File: src/rtl/cursor_control_gen.sv
// Board cursor / selection controller. Conditions five raw buttons
// (2-flop sync, debounce, press edge, hold-to-repeat), moves the cursor on a
// BOARD_W x BOARD_H board (clamp or wrap) and hands a from/to move to
// game_logic over a req/ack handshake.
//
// Auto-repeat FSM, one per direction
//   state        | meaning
//   RPT_IDLE     | debounced level low, waiting for a press
//   RPT_DELAY    | held, counting down to the first auto-repeat
//   RPT_REPEAT   | held, stepping every REPEAT_RATE cycles
//
// Selection FSM
//   state        | meaning
//   SEL_IDLE     | nothing selected
//   SEL_SELECTED | source square captured in sel_loc, sel_valid=1
//   SEL_PENDING  | move_req raised, waiting for move_ack
module cursor_control_gen #(
  parameter int BOARD_W         = 8,
  parameter int BOARD_H         = 8,
  parameter int LOC_W           = 6,
  parameter int CURSOR_INIT     = 0,
  parameter int DEBOUNCE_CYCLES = 500000,
  parameter int REPEAT_DELAY    = 25000000,
  parameter int REPEAT_RATE     = 5000000,
  parameter int WRAP            = 0
) (
  input  logic             clk,
  input  logic             rst,
  input  logic             in_btn_up,
  input  logic             in_btn_down,
  input  logic             in_btn_left,
  input  logic             in_btn_right,
  input  logic             in_selected,
  input  logic             move_ack,
  output logic [LOC_W-1:0] location,
  output logic [LOC_W-1:0] sel_loc,
  output logic             sel_valid,
  output logic             move_req,
  output logic [LOC_W-1:0] move_from,
  output logic [LOC_W-1:0] move_to
);

  localparam int NB      = 5;
  localparam int ND      = 4;
  localparam int B_UP    = 0;
  localparam int B_DOWN  = 1;
  localparam int B_LEFT  = 2;
  localparam int B_RIGHT = 3;
  localparam int B_SEL   = 4;
  localparam int DB_W    = $clog2(DEBOUNCE_CYCLES) + 1;
  localparam int RPT_MAX = (REPEAT_DELAY > REPEAT_RATE) ? REPEAT_DELAY : REPEAT_RATE;
  localparam int TMR_W   = $clog2(RPT_MAX) + 1;

  localparam logic [DB_W-1:0]  DB_LAST  = DB_W'(DEBOUNCE_CYCLES - 1);
  localparam logic [TMR_W-1:0] DELAY_LD = TMR_W'(REPEAT_DELAY - 1);
  localparam logic [TMR_W-1:0] RATE_LD  = TMR_W'(REPEAT_RATE - 1);
  localparam logic [LOC_W-1:0] COLS     = LOC_W'(BOARD_W);
  localparam logic [LOC_W-1:0] LAST_COL = LOC_W'(BOARD_W - 1);
  localparam logic [LOC_W-1:0] LAST_ROW = LOC_W'(BOARD_H - 1);
  localparam logic [LOC_W-1:0] ROW_SPAN = LOC_W'((BOARD_H - 1) * BOARD_W);
  localparam logic [LOC_W-1:0] LOC_INIT = LOC_W'(CURSOR_INIT);

  typedef enum logic [1:0] {RPT_IDLE, RPT_DELAY, RPT_REPEAT} rpt_state_e;
  typedef enum logic [1:0] {SEL_IDLE, SEL_SELECTED, SEL_PENDING} sel_state_e;

  logic [NB-1:0]    btn_raw, press;
  logic [NB-1:0]    sync1_q, sync1_d, sync2_q, sync2_d;
  logic [NB-1:0]    db_q, db_d, db_prev_q, db_prev_d;
  logic [DB_W-1:0]  db_cnt_q [NB];
  logic [DB_W-1:0]  db_cnt_d [NB];
  rpt_state_e       rpt_state_q [ND];
  rpt_state_e       rpt_state_d [ND];
  logic [TMR_W-1:0] rpt_tmr_q [ND];
  logic [TMR_W-1:0] rpt_tmr_d [ND];
  logic [ND-1:0]    step;
  logic [LOC_W-1:0] loc_q, loc_d, row, col;
  sel_state_e       sel_state_q, sel_state_d;
  logic [LOC_W-1:0] sel_loc_q, sel_loc_d, move_from_q, move_from_d, move_to_q, move_to_d;
  logic             sel_valid_q, sel_valid_d, move_req_q, move_req_d;

  assign btn_raw = {in_selected, in_btn_right, in_btn_left, in_btn_down, in_btn_up};

  // Sync + debounce: level flips only after DEBOUNCE_CYCLES straight mismatches.
  always_comb begin
    sync1_d   = btn_raw;
    sync2_d   = sync1_q;
    db_prev_d = db_q;
    db_d      = db_q;
    for (int i = 0; i < NB; i++) begin
      db_cnt_d[i] = '0;
      if (sync2_q[i] != db_q[i]) begin
        if (db_cnt_q[i] == DB_LAST) db_d[i] = sync2_q[i];
        else                        db_cnt_d[i] = db_cnt_q[i] + DB_W'(1);
      end
    end
  end

  assign press = db_q & ~db_prev_q;

  // Per-direction hold-to-repeat; timers count down to a terminal count of zero.
  always_comb begin
    for (int i = 0; i < ND; i++) begin
      rpt_state_d[i] = rpt_state_q[i];
      rpt_tmr_d[i]   = rpt_tmr_q[i];
      step[i]        = 1'b0;
      case (rpt_state_q[i])
        RPT_IDLE: begin
          if (press[i]) begin
            step[i]        = 1'b1;
            rpt_state_d[i] = RPT_DELAY;
            rpt_tmr_d[i]   = DELAY_LD;
          end
        end
        RPT_DELAY, RPT_REPEAT: begin
          if (!db_q[i]) begin
            rpt_state_d[i] = RPT_IDLE;
            rpt_tmr_d[i]   = '0;
          end else if (rpt_tmr_q[i] == '0) begin
            step[i]        = 1'b1;
            rpt_state_d[i] = RPT_REPEAT;
            rpt_tmr_d[i]   = RATE_LD;
          end else begin
            rpt_tmr_d[i] = rpt_tmr_q[i] - TMR_W'(1);
          end
        end
        default: begin
          rpt_state_d[i] = RPT_IDLE;
          rpt_tmr_d[i]   = '0;
        end
      endcase
    end
  end

  // Cursor move; the if-chain order is the up > down > left > right priority.
  always_comb begin
    row   = loc_q / COLS;
    col   = loc_q % COLS;
    loc_d = loc_q;
    if (step[B_UP]) begin
      if (row != '0)                loc_d = loc_q - COLS;
      else if (WRAP != 0)           loc_d = loc_q + ROW_SPAN;
    end else if (step[B_DOWN]) begin
      if (row != LAST_ROW)          loc_d = loc_q + COLS;
      else if (WRAP != 0)           loc_d = col;
    end else if (step[B_LEFT]) begin
      if (col != '0)                loc_d = loc_q - LOC_W'(1);
      else if (WRAP != 0)           loc_d = loc_q + LAST_COL;
    end else if (step[B_RIGHT]) begin
      if (col != LAST_COL)          loc_d = loc_q + LOC_W'(1);
      else if (WRAP != 0)           loc_d = loc_q - LAST_COL;
    end
  end

  // Selection / move handshake; uses the pre-step cursor location.
  always_comb begin
    sel_state_d = sel_state_q;
    sel_loc_d   = sel_loc_q;
    sel_valid_d = sel_valid_q;
    move_req_d  = move_req_q;
    move_from_d = move_from_q;
    move_to_d   = move_to_q;
    case (sel_state_q)
      SEL_IDLE: begin
        if (press[B_SEL]) begin
          sel_loc_d   = loc_q;
          sel_valid_d = 1'b1;
          sel_state_d = SEL_SELECTED;
        end
      end
      SEL_SELECTED: begin
        if (press[B_SEL]) begin
          if (loc_q == sel_loc_q) begin
            sel_valid_d = 1'b0;
            sel_state_d = SEL_IDLE;
          end else begin
            move_from_d = sel_loc_q;
            move_to_d   = loc_q;
            move_req_d  = 1'b1;
            sel_state_d = SEL_PENDING;
          end
        end
      end
      SEL_PENDING: begin
        if (move_ack) begin
          move_req_d  = 1'b0;
          sel_valid_d = 1'b0;
          sel_state_d = SEL_IDLE;
        end
      end
      default: sel_state_d = SEL_IDLE;
    endcase
  end

  // State registers with synchronous reset.
  always_ff @(posedge clk) begin
    if (rst) begin
      sync1_q     <= '0;
      sync2_q     <= '0;
      db_q        <= '0;
      db_prev_q   <= '0;
      for (int i = 0; i < NB; i++) db_cnt_q[i] <= '0;
      for (int i = 0; i < ND; i++) begin
        rpt_state_q[i] <= RPT_IDLE;
        rpt_tmr_q[i]   <= '0;
      end
      loc_q       <= LOC_INIT;
      sel_state_q <= SEL_IDLE;
      sel_loc_q   <= '0;
      sel_valid_q <= 1'b0;
      move_req_q  <= 1'b0;
      move_from_q <= '0;
      move_to_q   <= '0;
    end else begin
      sync1_q     <= sync1_d;
      sync2_q     <= sync2_d;
      db_q        <= db_d;
      db_prev_q   <= db_prev_d;
      for (int i = 0; i < NB; i++) db_cnt_q[i] <= db_cnt_d[i];
      for (int i = 0; i < ND; i++) begin
        rpt_state_q[i] <= rpt_state_d[i];
        rpt_tmr_q[i]   <= rpt_tmr_d[i];
      end
      loc_q       <= loc_d;
      sel_state_q <= sel_state_d;
      sel_loc_q   <= sel_loc_d;
      sel_valid_q <= sel_valid_d;
      move_req_q  <= move_req_d;
      move_from_q <= move_from_d;
      move_to_q   <= move_to_d;
    end
  end

  assign location  = loc_q;
  assign sel_loc   = sel_loc_q;
  assign sel_valid = sel_valid_q;
  assign move_req  = move_req_q;
  assign move_from = move_from_q;
  assign move_to   = move_to_q;

endmodule

File: config.mk
export PLATFORM = sky130hd
export DESIGN_NAME = cursor_control_gen
export DESIGN_NICKNAME = d
export VERILOG_FILES = /design/src/rtl/cursor_control_gen.sv
export SDC_FILE = /design/constraint.sdc
export NUM_CORES = 1
export LEC_CHECK = 0
export CAP_MARGIN = 25
export CELL_PAD_IN_SITES_DETAIL_PLACEMENT = 0
export CELL_PAD_IN_SITES_GLOBAL_PLACEMENT = 2
export CORE_AREA = 2 2 195 197
export DETAILED_ROUTE_END_ITERATION = 10
export DIE_AREA = 0 0 197 199
export GPL_TIMING_DRIVEN = 0
export PLACE_DENSITY = 0.74
export SKIP_CTS_REPAIR_TIMING = 1
export SYNTH_ARGS = -nofsm -noshare
export SYNTH_HDL_FRONTEND = slang
export SYNTH_SLANG_ARGS = --single-unit
File: constraint.sdc
create_clock -name clk -period 3.43 [get_ports clk]
set_clock_uncertainty 0.05 [all_clocks]
set_input_delay 0.8575 -clock clk [delete_from_list [all_inputs] [get_ports clk]]
set_output_delay 0.8575 -clock clk [all_outputs]
set_load 0.005 [all_outputs]
==> results_dict.tcl, run 1 <==
set metrics [dict create \
    die_w_um 197 \
    synthCells 1534 \
    layout-drive-gt1-share 0.0607 \
    start_util 0.336 \
    clockRootBuffer "clkbuf_16" \
    routedWlPerCell_um 16.4 \
    routed-via-count 10927 \
    switching_share 0.265 \
    final_cell_mix "dfxtp_1 (259), nor2_1 (239), a21oi_1 (145), nand2_1 (98), o21ai_0 (85)" \
    area_growth_pct 17.0 \
    dp.cells 2041 \
    wirelength_um 34400 \
    cts.clk_slew.worst_paths_ns 0.06 \
    clock-sinks 260 \
    fin_nets 1648 \
    hold_start "sync1_q[2]$_SDFF_PP0_" \
    finalSetupTns_ns 0 \
    slew_viol_final 0 \
    critPathRequiredTime_ns 3.87 \
    worst_hold_path.endpoint "sync2_q[2]$_SDFF_PP0_" \
    rows 71 \
    cpPeakStageDelay_ns 0.59 \
    grt_pass1_wl_um 56400 \
    status "completed" \
    path_cells "or4_4 -> or2_4 -> or4b_4 -> nand2_4 -> buf_4 -> ha_4 -> o21ai_1 -> o21bai_1 -> a21oi_1 -> xnor2_1 -> xnor2_1 -> a31o_2 -> a221oi_2" \
    async_reset_ff_frac 0 \
    intPower_mw 5.44 \
    pwr-share-clk 0.472 \
    die_area_um2 39200 \
    firstDrtPassIters 5 \
    rsz0062_at_grt "true" \
    path_common_cell "xnor2_1" \
    ir_drop_mv 0.352 \
    hold_path_class "register to register" \
    synthDistinctLibCells 64 \
    drtIter0Drc 565 \
    grt_pass1_vias 10496 \
    cp_top_family "simple AND/OR/NAND/NOR gates" \
    setup_viol 0 \
    numCtsBuffers 31 \
    max-clock-path-buffers 3 \
    cts_tree "done" \
    fin_cells 2104 \
    synth_flop_cell "dfxtp_1" \
    cp_max_fo 5 \
    r2r_setup_slack_ns 0.09 \
    core_area_um2 37100 \
    fp.dieH_um 199 \
    yosys_warnings 0 \
    regToRegEndpoint "location[5]$_SDFFE_PP0P_" \
    io_pins 34 \
    period_needed_ns 3.34 \
    grt_antenna_before_repair 0 \
    finalHoldViolations 0 \
    synth-edff-count 0 \
    portBuffers 32 \
    slew_headroom 0.364 \
    grtUsageTotal 0.178 \
    crit_type "register to register" \
    postSynthAreaPerCell_um2 8.14 \
    syn-num-nets 1575 \
    grt_overflow 0 \
    hold_depth 1 \
    post-route-drc-count 0 \
    layout_commonest_cell "dfxtp_1" \
    max_cap_viol_count 0 \
    synth_seq_cells 260 \
    power.density_nw_per_um2 507 \
    reg2regPathDepth 13 \
    grt_max_degree 16 \
    power_switching_mw 1.96 \
    fmax_mhz 299 \
    num-fill-cells 3879 \
    cp-start-kind "register" \
    synth.cell_area_um2 12500 \
    drtAntennaViolNets 0 \
    cp.buffers_inverters 1 \
    worstSetupStartpoint "rpt_tmr_q[2][3]$_SDFFE_PP0P_" \
    p_leak_nw 5.08 \
    cp_slowest_cell "or4b_4" \
    n_antenna_cell 0 \
    ys_seq_area_frac 0.417 \
    clock_latency_ns 0.58 \
    dp_hpwl_um 23500 \
    cp.arrival_ns 3.78 \
    p_seq_frac 0.420 \
    h-tree-depth 1 \
    worstSetupEndpointType "register" \
    viasPerCell 5.19 \
    rr_startpoint "rpt_tmr_q[2][3]$_SDFFE_PP0P_" \
    gp_congestion 0.840 \
    comb_power_share 0.109 \
    tightest_slew_ns 0.954 \
    period_share 0.975 \
]
[kinds of logic after synthesis]
group / after synthesis / share of synthesized area
flip-flops: 260 / 0.417
adder cells (fa/ha/maj): 33 / 0.0337
XOR/XNOR: 121 / 0.0849
AND/OR/NAND/NOR: 679 / 0.271
AO/OA/AOI/OAI: 327 / 0.151
multiplexers: 16 / 0.0128
buffers and inverters: 98 / 0.0295
[flip-flops by register name, indices dropped and copies added (netlist names)]
| name | cells |
|---|---|
| rpt_tmr_q | 104 |
| db_cnt_q | 100 |
| rpt_state_q | 8 |
| location | 6 |
| move_from | 6 |
| move_to | 6 |
| sel_loc | 6 |
| db_prev_d | 5 |
| db_prev_q | 5 |
| sync1_q | 5 |
| sync2_q | 5 |
| sel_state_q | 2 |
| move_req | 1 |
| sel_valid | 1 |
[power by group through the flow]
stage | Combinational, mW | Clock, mW | Sequential [mW]
after floorplan | 0.559 | 0 | 3.16
after global placement | 0.808 | 0 | 3.17
after detailed placement | 0.802 | 0 | 3.17
after CTS | 0.806 | 3.60 | 3.10
after global routing | 0.899 | 3.72 | 3.11
final | 0.804 | 3.49 | 3.10
[worst register-to-register path: stages, from the launching register on]
cell	delay [ns]
dfxtp_4	0.36
or4_4	0.53
or2_4	0.26
or4b_4	0.59
nand2_4	0.14
buf_4	0.14
ha_4	0.20
o21ai_1	0.08
o21bai_1	0.09
a21oi_1	0.15
xnor2_1	0.15
xnor2_1	0.11
a31o_2	0.21
a221oi_2	0.22
[layer usage]
metal,up-vias,GRT usage,part of all wire
li1,5572,-,-
met1,5134,0.243,0.49
met2,163,0.289,0.45
met3,58,0.0293,0.035
met4,0,0.0521,0.025
met5,-,0,0
[stage by stage]
| stage | total power [mW] | instance area, um2 | setup WS, ns | hold WS, ns | util |
|---|---|---|---|---|---|
| 4_1_cts | 7.51 | 14500 | -0.336 | 0.387 | 0.390 |
| 3_5_place_dp | 3.97 | 13400 | -0.305 | 0.370 | 0.361 |
| 3_3_place_gp | 3.98 | 13400 | -0.321 | 0.370 | 0.361 |
| 5_1_grt | 7.72 | 14600 | -0.0318 | 0.414 | 0.393 |
| 2_1_floorplan | 3.72 | 12500 | 0.0444 | 0.363 | - |
| 6_report | 7.40 | 14600 | 0.0872 | 0.388 | 0.393 |
[cell usage after synthesis, types with 9 or more instances]
cell type,instances,share of area
o22ai_1,10,0.0050
xor2_1,71,0.050
xnor2_1,50,0.035
ha_1,32,0.032
nor4_1,32,0.016
dfxtp_1,260,0.42
nor2b_1,22,0.011
a21oi_1,145,0.058
and3_1,20,0.010
clkbuf_1,59,0.018
or2_2,10,0.0050
a31oi_1,27,0.014
mux2i_1,16,0.013
o21ai_0,86,0.034
nand2b_1,15,0.0075
a211oi_1,9,0.0054
nand4_1,27,0.014
or3_1,32,0.016
inv_1,37,0.011
nand3_1,58,0.023
nor2_1,240,0.072
or4_1,11,0.0066
nor3_1,59,0.024
and2_1,10,0.0050
nand2_1,99,0.030
[layout make-up]
| class | count | area [um2] | area share |
|---|---|---|---|
| clock buffers | 43 | 911 | 0.0624 |
| inverters | 37 | 139 | 0.00951 |
| plain buffers | 61 | 230 | 0.0158 |
| flip-flops and latches | 260 | 5210 | 0.357 |
| clock inverters | 13 | 171 | 0.0117 |
| multi-input cells | 1176 | 6970 | 0.477 |
| well taps | 474 | 593 | 0.0406 |
| repair buffers | 40 | 378 | 0.0259 |
[worst max-delay path by stage]
stage | endpoint | slack, ns | cells after the start
after floorplan | location[5]$_SDFFE_PP0P_ | 0.04 | 12
after global placement | location[5]$_SDFFE_PP0P_ | -0.32 | 12
after detailed placement | location[5]$_SDFFE_PP0P_ | -0.30 | 12
after CTS | location[5]$_SDFFE_PP0P_ | -0.34 | 12
after global routing | location[5]$_SDFFE_PP0P_ | -0.03 | 12
final | location[5]$_SDFFE_PP0P_ | 0.09 | 13
Power figures use the tool's default switching activity.
==> inputs of run 2 (changes only) <==
ABC_CLOCK_PERIOD_IN_PS = 3430   (was default)
==> results of run 2 <==
Same layout as run 1: the final DEF is identical, and so are final timing and power.
==> RTL edit 1 (config.mk and constraints of run 1) <==
Add an input register stage for `in_btn_right`, without a reset; this delays it by one clock. The other inputs are not delayed to match.
--- a/src/rtl/cursor_control_gen.sv
+++ b/src/rtl/cursor_control_gen.sv
@@ -64,4 +64,10 @@
   typedef enum logic [1:0] {SEL_IDLE, SEL_SELECTED, SEL_PENDING} sel_state_e;
 
+  logic in_btn_right_q;
+
+  always_ff @(posedge clk) begin
+    in_btn_right_q <= in_btn_right;
+  end
+
   logic [NB-1:0]    btn_raw, press;
   logic [NB-1:0]    sync1_q, sync1_d, sync2_q, sync2_d;
@@ -79,5 +85,5 @@
   logic             sel_valid_q, sel_valid_d, move_req_q, move_req_d;
 
-  assign btn_raw = {in_selected, in_btn_right, in_btn_left, in_btn_down, in_btn_up};
+  assign btn_raw = {in_selected, in_btn_right_q, in_btn_left, in_btn_down, in_btn_up};
 
   // Sync + debounce: level flips only after DEBOUNCE_CYCLES straight mismatches.
Check against the original RTL: same outputs for any inputs over 4 cycles, from zero or initial values and one cycle with rst high; that may be too few to reach the edited logic, so the function may still have changed.
==> RTL edit 1 against run 1 <==
Area after synthesis rose by 0.52%; utilization is 0.32 points higher; first-iteration DRC count grew 7.3%; cell area rose by 0.81%; power increased by 4.8%; sequential cell count up 1; setup slack improved by 0.19 ns; synthesized cell count rose by 1.2%; wire length increased by 0.22%; critical endpoint unchanged; largest cell class unchanged; largest power group unchanged.
==> RTL edit 1: results <==
{
  "global_route.usage.met2": 0.295,
  "place_congestion": 0.812,
  "initial_antenna_violation_count": 1,
  "route.met2.wl_um": 15700,
  "clk_latency_ns": 0.53,
  "synthXorXnorAreaFrac": 0.0852,
  "placement.cell_area_mm2": 0.0135,
  "synth_mux_area_frac": 0.0152,
  "grt.met1_usage": 0.236,
  "met3_resource_use_gr": 0.0298,
  "n_multi_input_combinational_cell": 1185,
  "place_worst_setup_slack_ns": -0.393,
  "power.total_mw": 7.75,
  "globalRouteTotalUtil": 0.180,
  "htreeDepth": 2,
  "drt-wirelength-per-cell_um": 16.3,
  "grt_max_degree": 13,
  "synth_top_flop_cell": "sky130_fd_sc_hd__dfxtp_1",
  "run_status": "completed",
  "nets": 1663,
  "largest_delay_share_family_worst_path": "simple AND/OR/NAND/NOR gates",
  "clock_buffers": 46,
  "fmax_mhz": 318,
  "critical_path_peak_fanout": 6,
  "vdd.ir_drop.worst_v": 0.000309,
  "synth_area_per_cell_um2": 8.08,
  "finish.cell_count_without_fillers": 2120,
  "syn-num-nets": 1594,
  "grt_pass1_wl_um": 56500,
  "areaGrowthSynthToFinish_pct": 17.3,
  "setup.reg_to_reg.worst_slack_ns": 0.28,
  "share_of_post_route_cells_with_drive_strength_above_1": 0.0614,
  "synth_compound_gate_area_share": 0.143,
  "nNonClkInverters": 39,
  "synth.cells.most_frequent": "sky130_fd_sc_hd__dfxtp_1 (261), sky130_fd_sc_hd__nor2_1 (255), sky130_fd_sc_hd__a21oi_1 (147)",
  "comb_cell_power_mw": 0.898,
  "netlist-cell-type-count": 62,
  "synth.top_cells.by_area": "sky130_fd_sc_hd__dfxtp_1 (42%), sky130_fd_sc_hd__nor2_1 (7.6%), sky130_fd_sc_hd__a21oi_1 (5.9%)",
  "crit_path_max_incr_delay_ns": 0.38,
  "dr_total_vias": 11000,
  "leakagePower_nw": 5.26,
  "multi_input_gate_share_of_total_cell_area": 0.473,
  "synth-adder-area-share": 0.0335,
  "ys_seq_area_frac": 0.416,
  "synth_seq_cells": 261,
  "slowest_stage": "sky130_fd_sc_hd__nor4_4",
  "maxSlewHeadroom": 0.274,
  "fillers": 3787,
  "power.share.sequential": 0.403,
  "route.layer.met1.wl_um": 16600
}
RTL edit 1: changes by cell type in the layout (fill, tap and decap cells not counted), sizes merged, moves of 5 or more:
cell / change
o21ai: -12
nand3b: -5
clkbuf: -5
buf: +8
nor3: +6
nand4: -6
nor2: +16
nand2: +10
xor2: -6
xnor2: +7
or4b: -5
RTL edit 1: worst min-delay path by stage:
stage	cells after the start	slack, ns	to
floorplan	1	0.36	db_cnt_q[0][20]$_SDFF_PP0_
global placement	1	0.38	db_cnt_q[0][20]$_SDFF_PP0_
detailed placement	1	0.37	sync2_q[2]$_SDFF_PP0_
CTS	1	0.39	sync2_q[3]$_SDFF_PP0_
global route	1	0.40	sync2_q[4]$_SDFF_PP0_
finish	1	0.39	sync2_q[3]$_SDFF_PP0_
==> RTL edit 2 (config.mk and constraints of run 1) <==
Made on the original files. The parameter `DEBOUNCE_CYCLES` goes from 500000 to 2000000.
--- a/src/rtl/cursor_control_gen.sv
+++ b/src/rtl/cursor_control_gen.sv
@@ -20,5 +20,5 @@
   parameter int LOC_W           = 6,
   parameter int CURSOR_INIT     = 0,
-  parameter int DEBOUNCE_CYCLES = 500000,
+  parameter int DEBOUNCE_CYCLES = 2000000,
   parameter int REPEAT_DELAY    = 25000000,
   parameter int REPEAT_RATE     = 5000000,
Formal check against the unedited RTL: same outputs for any inputs over 4 cycles, from zero or initial values and one cycle with rst high; that may be too few to reach the edited logic, so the function may still have changed.
==> RTL edit 2 against run 1 <==
Power increased by 4.8%; die area unchanged; sequential cell count up 10; area after synthesis increased by 5.5%; setup slack better by 0.17 ns; cell area rose by 4.5%; wire length hardly changed; largest power group unchanged.
==> RTL edit 2: results <==
{
  "synth.top_cells.by_area": "sky130_fd_sc_hd__dfxtp_1 (41%), sky130_fd_sc_hd__nor2_1 (8.1%), sky130_fd_sc_hd__a21oi_1 (5.2%)",
  "holdWs_ns": 0.380,
  "synth.cells.most_frequent": "sky130_fd_sc_hd__nor2_1 (283), sky130_fd_sc_hd__dfxtp_1 (270), sky130_fd_sc_hd__a21oi_1 (138)",
  "worst_slack_ns": 0.259,
  "clk_latency_ns": 0.53,
  "hold_path_startpoint": "sync1_q[4]$_SDFF_PP0_",
  "cts.clk_slew.worst_paths_ns": 0.06,
  "globalRouteTotalUtil": 0.181,
  "hp-class": "flop to flop",
  "critical_path_peak_fanout": 6,
  "detailedRoute.firstIterationViolations": 588,
  "placement.cell_area_mm2": 0.0141,
  "worstReg2RegStart": "rpt_tmr_q[2][0]$_SDFFE_PP0P_",
  "leakagePower_nw": 5.53,
  "ys_seq_area_frac": 0.410,
  "vdd.ir_drop.worst_v": 0.000336,
  "ff2ff_path_depth": 13,
  "grt.met1_usage": 0.241,
  "place_worst_setup_slack_ns": 0.123,
  "dp_hpwl_um": 23900,
  "run_status": "completed",
  "numPortBuffers": 32,
  "slowest_stage": "sky130_fd_sc_hd__or4b_4",
  "yosys_warnings": 0,
  "clock-root-buffer": "sky130_fd_sc_hd__clkbuf_16",
  "ctsLongestPathBuffers": 3,
  "htreeDepth": 2,
  "fillers": 3860,
  "maxSlewHeadroom": 0.365,
  "global_route.usage.met2": 0.299,
  "critical_path_arrival_ns": 3.60,
  "synth_top_area_cell": "sky130_fd_sc_hd__dfxtp_1",
  "netlist-cell-type-count": 72,
  "crit_path_max_incr_delay_ns": 0.48,
  "grt_pass1_wl_um": 57400,
  "worstReg2RegEnd": "location[5]$_SDFFE_PP0P_",
  "syn-num-nets": 1656,
  "routed_via_density": 5.18,
  "cts_made_buffers": 35,
  "antenna_cells": 0,
  "met3_resource_use_gr": 0.0259,
  "share_of_post_route_cells_with_drive_strength_above_1": 0.0555,
  "postSynth.asyncResetShare": 0,
  "grt_max_degree": 12,
  "initial_antenna_violation_count": 0,
  "drt-wirelength-per-cell_um": 15.8,
  "place_congestion": 0.803,
  "setup.reg_to_reg.worst_slack_ns": 0.26,
  "layout_top_registers": "db_cnt_q x110, rpt_tmr_q x104, rpt_state_q x8",
  "critical_path_class": "flop to flop",
  "drt_pass1_iterations": 4,
  "grt_pass1_vias": 11000
}
## RTL edit 2: cell count changes in the layout (fill, tap and decap cells not counted), sizes merged, moves of 8 or more
cell / delta
dfxtp: +10
or4: +10
xnor2: +19
or3: -17
nand3: +25
clkbuf: +8
o21ai: -23
nor2: +44
## RTL edit 2: layout make-up
| class | count | area, µm² | share of cell area |
|---|---|---|---|
| Buffer | 67 | 259 | 0.0170 |
| Inverter | 41 | 154 | 0.0101 |
| Clock buffer | 54 | 1030 | 0.0675 |
| Multi-Input combinational cell | 1237 | 7360 | 0.483 |
| Timing Repair Buffer | 35 | 343 | 0.0225 |
| Clock inverter | 7 | 110 | 0.00722 |
| Tap cell | 474 | 593 | 0.0389 |
| Sequential cell | 270 | 5410 | 0.354 |
## RTL edit 2: metrics by stage
stage                     cells   util
after detailed placement   2121  0.379
after CTS                  2182  0.410
after floorplan            1615      -
after global placement     2121  0.379
after global routing       2185  0.411
final                      2185  0.411
## RTL edit 2: logic make-up (layout without fill, tap and decap cells)
group | Yosys count | count (layout) | synth area share
muxes | 18 | 18 | 0.0137
adders and majority gates | 33 | 33 | 0.0319
xor gates and xnor gates | 146 | 146 | 0.0982
buffers and inverters | 108 | 204 | 0.0314
AOI/OAI and AO/OA | 292 | 292 | 0.129
and+or+nand+nor | 748 | 748 | 0.285
DFF | 270 | 270 | 0.410
## RTL edit 2: worst min path at each step
stage | endpoint | depth (start not counted)
finish | sync2_q[4]$_SDFF_PP0_ | 1
global route | sync2_q[4]$_SDFF_PP0_ | 1
CTS | sync2_q[4]$_SDFF_PP0_ | 1
detailed placement | sync2_q[0]$_SDFF_PP0_ | 1
global placement | sync2_q[0]$_SDFF_PP0_ | 1
floorplan | db_cnt_q[0][88]$_SDFF_PP0_ | 1
## RTL edit 2: routing by layer
layer	vias up	share of wire	wire (µm)
met3	44	0.032	1090
met1	5338	0.49	16700
li1	5818	-	-
met4	0	0.020	698
met2	126	0.46	15900
met5	-	0	0
## RTL edit 2: report_power, final
| group | internal [mW] | switching [mW] |
|---|---|---|
| sequential | 3.18 | 0.0416 |
| clock | 2.28 | 1.37 |
| combinational | 0.281 | 0.599 |
## RTL edit 2: worst max-delay path: cells and delay by family (launching register included)
kind                     cells  cell delay, ns
AND/OR/NAND/NOR              3            0.84
adder cells (fa/ha/maj)      2            0.40
buffers and inverters        1            0.08
AO/OA/AOI/OAI                6            1.17
XOR/XNOR                     1            0.24
flip-flops                   1            0.34
